### config.mk
export PLATFORM = sky130hd
export DESIGN_NAME = execute_operand_packer
export DESIGN_NICKNAME = d
export VERILOG_FILES = /design/src/rtl/execute_operand_packer.sv
export SDC_FILE = /design/constraint.sdc
export NUM_CORES = 1
export LEC_CHECK = 0
export CAP_MARGIN = 20
export CORE_UTILIZATION = 25
export CTS_CLUSTER_SIZE = 12
export DETAILED_ROUTE_END_ITERATION = 8
export PLACE_DENSITY_LB_ADDON = 0.08
export RECOVER_POWER = 100
export SLEW_MARGIN = 40
export SYNTH_ARGS = -nofsm -noshare
export SYNTH_HDL_FRONTEND = slang
export SYNTH_SLANG_ARGS = --single-unit
### constraint.sdc
create_clock -name clk -period 3 [get_ports clk]
set_clock_uncertainty 0.15 [all_clocks]
set_input_delay 0.6 -clock clk [delete_from_list [all_inputs] [get_ports clk]]
set_output_delay 0.6 -clock clk [all_outputs]
set_load 0.01 [all_outputs]
### src/rtl/execute_operand_packer.sv
`default_nettype none
// ============================================================================
// Module      : execute_operand_packer
// Description : Reads words from a latency-1 execute data queue, packs SCALER
//               consecutive words into one operand vector and presents each
//               vector on a valid/ready output register. It runs one job of
//               cfg_len vectors per start pulse.
// Revision    : 1.0 - initial release
// ============================================================================
module execute_operand_packer #(
  parameter int WIDTH  = 32,
  parameter int SCALER = 2
) (
  input  logic                      clk,
  input  logic                      rst_n,
  input  logic                      start,
  input  logic [15:0]               cfg_len,
  output logic                      busy,
  output logic                      done,
  input  logic                      fifo_empty,
  output logic                      fifo_rd_en,
  input  logic [WIDTH-1:0]          fifo_dout,
  output logic [WIDTH*SCALER-1:0]   op_data,
  output logic                      op_valid,
  input  logic                      op_ready,
  output logic                      op_last
);

  // One spare bit above len*SCALER so the word/vector counters cannot wrap.
  localparam int CW = 17 + $clog2(SCALER);
  // Lane counter must hold 0..SCALER inclusive (SCALER means "pack full").
  localparam int LW = $clog2(SCALER + 1);

  typedef enum logic [1:0] {
    IDLE = 2'd0,
    RUN  = 2'd1,
    DONE = 2'd2
  } state_t;

  state_t                    state_q, state_d;
  logic [15:0]               len_q, len_d;
  logic [CW-1:0]             issued_q, issued_d;
  logic [CW-1:0]             moved_q, moved_d;
  logic                      inflight_q, inflight_d;
  logic [LW-1:0]             lane_cnt_q, lane_cnt_d;
  logic [WIDTH*SCALER-1:0]   pack_q, pack_d;
  logic [WIDTH*SCALER-1:0]   op_data_q, op_data_d;
  logic                      op_valid_q, op_valid_d;
  logic                      op_last_q, op_last_d;

  logic [CW-1:0]             total_words;
  logic [31:0]               occupancy;
  logic                      rd_en;
  logic                      handshake;

  // Read strobe: only in RUN, only while the queue has data, the local
  // storage (pack + in-flight + output register) has room for another word,
  // and the job still needs more words.
  always_comb begin
    total_words = CW'(len_q) * CW'(SCALER);
    occupancy   = 32'(lane_cnt_q) + 32'(inflight_q)
                + (op_valid_q ? 32'(SCALER) : 32'd0);
    rd_en       = (state_q == RUN) && !fifo_empty
                && (occupancy < 32'(2 * SCALER))
                && (issued_q < total_words);
    handshake   = op_valid_q && op_ready;
  end

  // Next-state: word capture into the pack, pack-to-output transfer, FSM.
  always_comb begin
    state_d    = state_q;
    len_d      = len_q;
    issued_d   = rd_en ? issued_q + CW'(1) : issued_q;
    moved_d    = moved_q;
    inflight_d = rd_en;
    lane_cnt_d = lane_cnt_q;
    pack_d     = pack_q;
    op_data_d  = op_data_q;
    op_valid_d = op_valid_q;
    op_last_d  = op_last_q;

    // The word requested last cycle lands in the next free lane.
    if (inflight_q && (lane_cnt_q != LW'(SCALER))) begin
      for (int k = 0; k < SCALER; k++) begin
        if (lane_cnt_q == LW'(k)) begin
          pack_d[k*WIDTH +: WIDTH] = fifo_dout;
        end
      end
      lane_cnt_d = lane_cnt_q + LW'(1);
    end

    if (handshake) begin
      op_valid_d = 1'b0;
      op_last_d  = 1'b0;
    end

    // A full pack (including one completed this very edge) moves out as soon
    // as the output register is free or being drained.
    if ((lane_cnt_d == LW'(SCALER)) && (!op_valid_q || handshake)) begin
      op_data_d  = pack_d;
      op_valid_d = 1'b1;
      op_last_d  = (moved_q == (CW'(len_q) - CW'(1)));
      moved_d    = moved_q + CW'(1);
      lane_cnt_d = '0;
      pack_d     = '0;
    end

    case (state_q)
      IDLE: begin
        if (start) begin
          len_d    = cfg_len;
          issued_d = '0;
          moved_d  = '0;
          state_d  = (cfg_len == 16'd0) ? DONE : RUN;
        end
      end
      RUN: begin
        if (handshake && op_last_q) begin
          state_d = DONE;
        end
      end
      DONE: begin
        state_d = IDLE;
      end
      default: begin
        state_d = IDLE;
      end
    endcase
  end

  // State and datapath registers with synchronous active-low clear.
  always_ff @(posedge clk) begin
    if (!rst_n) begin
      state_q    <= IDLE;
      len_q      <= '0;
      issued_q   <= '0;
      moved_q    <= '0;
      inflight_q <= 1'b0;
      lane_cnt_q <= '0;
      pack_q     <= '0;
      op_data_q  <= '0;
      op_valid_q <= 1'b0;
      op_last_q  <= 1'b0;
    end else begin
      state_q    <= state_d;
      len_q      <= len_d;
      issued_q   <= issued_d;
      moved_q    <= moved_d;
      inflight_q <= inflight_d;
      lane_cnt_q <= lane_cnt_d;
      pack_q     <= pack_d;
      op_data_q  <= op_data_d;
      op_valid_q <= op_valid_d;
      op_last_q  <= op_last_d;
    end
  end

  assign busy       = (state_q != IDLE);
  assign done       = (state_q == DONE);
  assign fifo_rd_en = rd_en;
  assign op_data    = op_data_q;
  assign op_valid   = op_valid_q;
  assign op_last    = op_last_q;

endmodule
`default_nettype wire

# Yosys cells after proc, flatten, opt, wreduce, memory -nomap -nowiden
# Cells that the tools add are included.
totals:
  ff_bits: 187
  inputBits: 53
classes:
  n_addsub: 6
  order_cmp: 2
  eq_ne: 8
  n_mux: 18
  bitwise_logic: 1
  n_reduce_logical: 18
op_table:
  columns: ["cell", "n"]
  rows:
  - ["$mux W18", 6]
  - ["$mux W32", 2]
  - ["$mux W64", 1]
  - ["$add A18 B1 Y18 const B", 2]
  - ["$eq A18 B18 Y1", 1]
  - ["$lt A18 B17 Y1", 1]
  - ["$sub A16 B1 Y17 const B", 1]
  - ["$logic_not A16 Y1", 1]
  - ["$mux W2", 5]
  - ["$logic_and A1 B1 Y1", 7]
  - ["$add A3 B2 Y4", 1]
  - ["$eq A2 B1 Y1 const B", 2]
  - ["$eq A2 B2 Y1 const B", 2]
  - ["$logic_not A2 Y1", 2]
  - ["$lt A4 B3 Y1 const B", 1]
  - ["$ne A2 B2 Y1 const B", 2]
  - ["$pmux W2 S2", 1]
  - ["$reduce_and A2 Y1", 2]
  - ["$reduce_bool A2 Y1", 2]
  - ["$add A2 B1 Y3", 1]
  - ["$mux W1", 3]
  - ["$add A2 B1 Y2 const B", 1]
  - ["$logic_not A1 Y1", 2]
  - ["$ne A2 B1 Y1 const B", 1]
  - ["3 further kinds", 3]

# Logic depth before layout (Yosys ltp)
depth:
  word_depth: 8
  ltp_mapped: 10

# Worst setup path before layout
# OpenSTA, ideal clock, no wires.
synth_timing:
  path_type: "reg2reg"
  start: "register lane_cnt_q[0]"
  end: "register pack_q[13]"
  setup_ns: 0.128
  arrival_time_ns: 2.404
  setup_slack_ns: 0.318
  stages_incl_launch_ff: 11
  n_path_buf: 3
  period_less_slack_ns: 2.682
  cell_sequence: "dfxtp_1 -> inv_1 -> ha_1 -> nor2b_1 -> clkbuf_1 -> mux2_2 -> or2_1 -> nand2_1 -> clkbuf_1 -> buf_1 -> nor2_1"
synth_via:
  elab_chain_len: 6
synth_rtl:
  columns: ["element", "line", "source"]
  rows:
  - ["start, declared", "45", "logic [LW-1:0] lane_cnt_q, lane_cnt_d;"]
  - ["start signal, assigned", "150", "lane_cnt_q <= lane_cnt_d;"]
  - ["parallel branches: the longest is 6 deep, another holds $add A2 B1 Y2", null, null]
  - ["end signal, assigned", "151", "pack_q <= pack_d;"]
  - ["end, declared", "46", "logic [WIDTH*SCALER-1:0] pack_q, pack_d;"]
# Parallel ways; which one is timed is not known.
# A chain may end at the register's enable or synchronous reset.

# Worst setup path after layout
layout_timing:
  start: "register len_q[3]"
  end: "output fifo_rd_en"
layout_via:
  elab_chain_len: 2
layout_rtl:
  columns: ["element", "line", "source"]
  rows:
  - ["start, declared", "41", "logic [15:0] len_q, len_d;"]
  - ["start signal, assigned", "146", "len_q <= len_d;"]
  - ["$lt A18 B17 Y1", "65", "&& (issued_q < total_words);"]
  - ["$logic_and A1 B1 Y1", "65", null]
  - ["end, declared", "21", "output logic fifo_rd_en,"]
# No other way between the ends.

==> impl_metrics.env <==
export IMPL_hp_class="flop to flop"
export IMPL_crit_chain="inv_1, ha_1, nand3_1, o311a_1, o21a_1, or2_4, buf_6"
export IMPL_start_kind="flop"
export IMPL_yosys_area_share_simple_pct=18.6
export IMPL_leakage_uw=0.00518
export IMPL_synth_seq_cells=187
export IMPL_tightest_slew_ps=776
export IMPL_post_place_ws_ps=-426
export IMPL_synth_seq_area_share_pct=45.8
export IMPL_crit_start="len_q[3]$_SDFFE_PN0P_"
export IMPL_rsz0062_at_grt="true"
export IMPL_antenna_found_initial=1
export IMPL_async_flop_share_pct=0
export IMPL_port_buffers=121
export IMPL_synth_top_family_by_area="simple AND/OR/NAND/NOR gates"
export IMPL_hold_viol=0
export IMPL_initial_core_util_pct=25.7
export IMPL_critPathKind="flop to output port"
export IMPL_synth_cell_types=52
export IMPL_synth_fa_ha_area_share_pct=3.36
export IMPL_grt_max_degree=67
export IMPL_overflow=0
export IMPL_r2r_start="lane_cnt_q[1]$_SDFF_PP0_"
export IMPL_htreeDepth=4
export IMPL_clock_sinks=187
export IMPL_synthXorXnorAreaFrac_pct=4.18
export IMPL_numCtsBuffers=17
export IMPL_maxCapViolCount=0
export IMPL_cp_max_fo=3
export IMPL_dpl_hpwl_um=15800
export IMPL_setup_viol=0
export IMPL_p_per_area_nw_per_um2=512
export IMPL_cts_tree="done"
export IMPL_synth_mux_area_fraction_pct=9.19
export IMPL_core_area_um2=31900
export IMPL_rrSetupSlack_ps=370
export IMPL_drt_iter0_markers=260
export IMPL_avgRoutedWirePerCell_um=15.1
export IMPL_drc=0
export IMPL_yosysWarnings=0
export IMPL_synth_edf_count=0
export IMPL_netlist_instances=889
export IMPL_crit_required_ps=2250
export IMPL_area_delta_synth_final_pct=34.2
export IMPL_gp_congestion=0.763
export IMPL_post_synth_instance_area_um2=8180
export IMPL_die_area_um2=33400
export IMPL_vias_per_cell=4.43
export IMPL_cts_hold_fix_buffers=0
export IMPL_grtUsageTotal_pct=13.9
export IMPL_die_h_um=183
export IMPL_num_rows=65
export IMPL_cpPeakStageDelay_ps=370
export IMPL_syn_nets=964
export IMPL_end_kind="output port"
export IMPL_critPathSlowestCell="o311a_1"
export IMPL_cp_arrival_ps=2120
export IMPL_setup_slack_ps=126
export IMPL_wirelength_um=22400
export IMPL_irDropWorstVdd_mv=0.359
export IMPL_vias=6569
export IMPL_grt_pass1_vias=6449
export IMPL_fin_crit_sh_pct=95.8
export IMPL_cts_root_buf="clkbuf_16"
export IMPL_io_pins=122
export IMPL_slew_headroom_pct=48.3
export IMPL_drt_pass1_iter_count=4
export IMPL_syn_avg_cell_area_um2=9.20
export IMPL_synth_compound_area_share_pct=15.4
export IMPL_tns_ps=0
export IMPL_fmax_mhz=348
export IMPL_ys_flop_type="dfxtp_1"
export IMPL_clk_pin_slew_ps=80
export IMPL_status="completed"
export IMPL_min_delay_start="state_q[1]$_SDFFE_PN0P_"
export IMPL_utilization_pct=34.4
export IMPL_grt_pass1_wl_um=36200
export IMPL_clock_path_buffers=2
export IMPL_fillers=3360
export IMPL_fin_crit_ps=2870
export IMPL_nets=1110
export IMPL_drive_above_1_share_pct=11.1
export IMPL_die_width_um=183
export IMPL_ant_nets=0
export IMPL_clock_latency_ps=440
export IMPL_maxSlewViolCount=0
## registers in the layout, summed over array words and instances, names as in the netlist
register / flops
inflight_q: 1
op_data: 64
issued_q: 18
pack_q: 64
lane_cnt_q: 2
state_q: 2
op_valid: 1
len_q: 16
op_last: 1
moved_q: 18
## worst max-delay path: cells and delay by family (launching register included)
family | cells | cell delay (ps)
AO/OA/AOI/OAI | 2 | 570
adder cells (fa/ha/maj) | 1 | 290
buffers and inverters | 2 | 190
flip-flops | 1 | 330
AND/OR/NAND/NOR | 2 | 310
## per-layer routing
| layer | GRT usage, % | up-vias | share of wire [%] |
|---|---|---|---|
| met1 | 18.0 | 3048 | 49 |
| met5 | 0 | - | 0.049 |
| met4 | 3.50 | 2 | 0.73 |
| met2 | 21.7 | 98 | 44 |
| li1 | - | 3413 | - |
| met3 | 5.48 | 8 | 6.8 |
## synthesized netlist by cell type (all sizes together), types with 2 or more instances
| master | count | area share [%] |
|---|---|---|
| nor2 | 96 | 4.4 |
| ha | 22 | 3.4 |
| a21o | 3 | 0.28 |
| nand2b | 13 | 0.99 |
| o21ai | 17 | 1.1 |
| buf | 12 | 0.69 |
| nand2 | 137 | 6.3 |
| o211ai | 2 | 0.18 |
| a2111oi | 5 | 0.55 |
| or2 | 5 | 0.38 |
| inv | 21 | 0.96 |
| a21boi | 20 | 1.8 |
| o211a | 64 | 7.8 |
| a211oi | 4 | 0.37 |
| nand3 | 25 | 1.5 |
| o21bai | 2 | 0.18 |
| xor2 | 19 | 2.0 |
| nand4 | 16 | 1.2 |
| nor3 | 12 | 0.80 |
| a21oi | 22 | 1.3 |
| and2 | 3 | 0.23 |
| xnor2 | 20 | 2.1 |
| mux2i | 74 | 9.1 |
| nor4b | 3 | 0.32 |
| nor2b | 6 | 0.46 |
| dfxtp | 187 | 46 |
| nor4 | 9 | 0.76 |
| clkbuf | 41 | 1.9 |
| o21a | 2 | 0.18 |
| and4 | 3 | 0.32 |
| or3 | 3 | 0.23 |
| a2111o | 6 | 0.83 |
| and3 | 4 | 0.31 |
## path summary, 6_finish.rpt
path | to | cells after the start
max | fifo_rd_en | 7
min | state_q[1]$_SDFFE_PN0P_ | 1
max reg2reg | op_last$_SDFFE_PN0P_ | 10
min reg2reg | state_q[1]$_SDFFE_PN0P_ | 1
## logic make-up after synthesis
logic type,after synthesis
buf+inv,74
xor+xnor,39
mux,75
compound gates,154
fa+ha+maj,22
flops,187
simple gates,338
## timing repair
item | CTS | global route
resized for setup | 10 | 10
setup endpoints to repair | 1 | 1
setup buffers | 2 | 1
pin swaps | 4 | 5
hold endpoints to repair | 0 | 0
gates cloned | 0 | 0
## where the power goes
group | internal, uW | switching (uW)
clock network | 1360 | 1120
registers | 2530 | 20.1
logic | 277 | 316
total | 4170 | 1460
## metrics by stage
step,std cells,hold WS [ps],total power (uW),instance area [um^2]
floorplan,889,278,2930,8180
finish,1484,309,5630,11000
global route,1483,334,5900,11000
detailed placement,1448,301,3200,10200
global placement,1447,314,3200,10200
CTS,1482,312,5740,10900
## final cells by class
| cell class | instances | area [um^2] | share of cell area, % |
|---|---|---|---|
| clock inverter | 15 | 225 | 2.05 |
| timing repair buffer | 180 | 1730 | 15.8 |
| sequential | 187 | 3750 | 34.1 |
| multi-input combinational | 628 | 4220 | 38.5 |
| tap | 435 | 544 | 4.96 |
| antenna | 1 | 2.50 | 0.0228 |
| inverter | 21 | 78.8 | 0.718 |
| clock buffer | 17 | 425 | 3.88 |
## placed cells by master, fill, tap and decap left out, drive strengths merged, types with 4 or more instances in the layout
master	count
nor3	12
and3	4
xor2	19
buf	59
nor2	96
nand2	137
inv	27
dfxtp	187
clkinv	6
or2	5
a21boi	20
clkdlybuf4s50	116
nand2b	13
o21ai	17
nand4	16
ha	22
a21oi	22
nand3	25
a2111o	6
nor2b	6
a2111oi	5
xnor2	20
a211oi	4
mux2i	74
nor4	9
o211a	64
clkbuf	19
No activity file was read; power rests on OpenSTA's default activity.
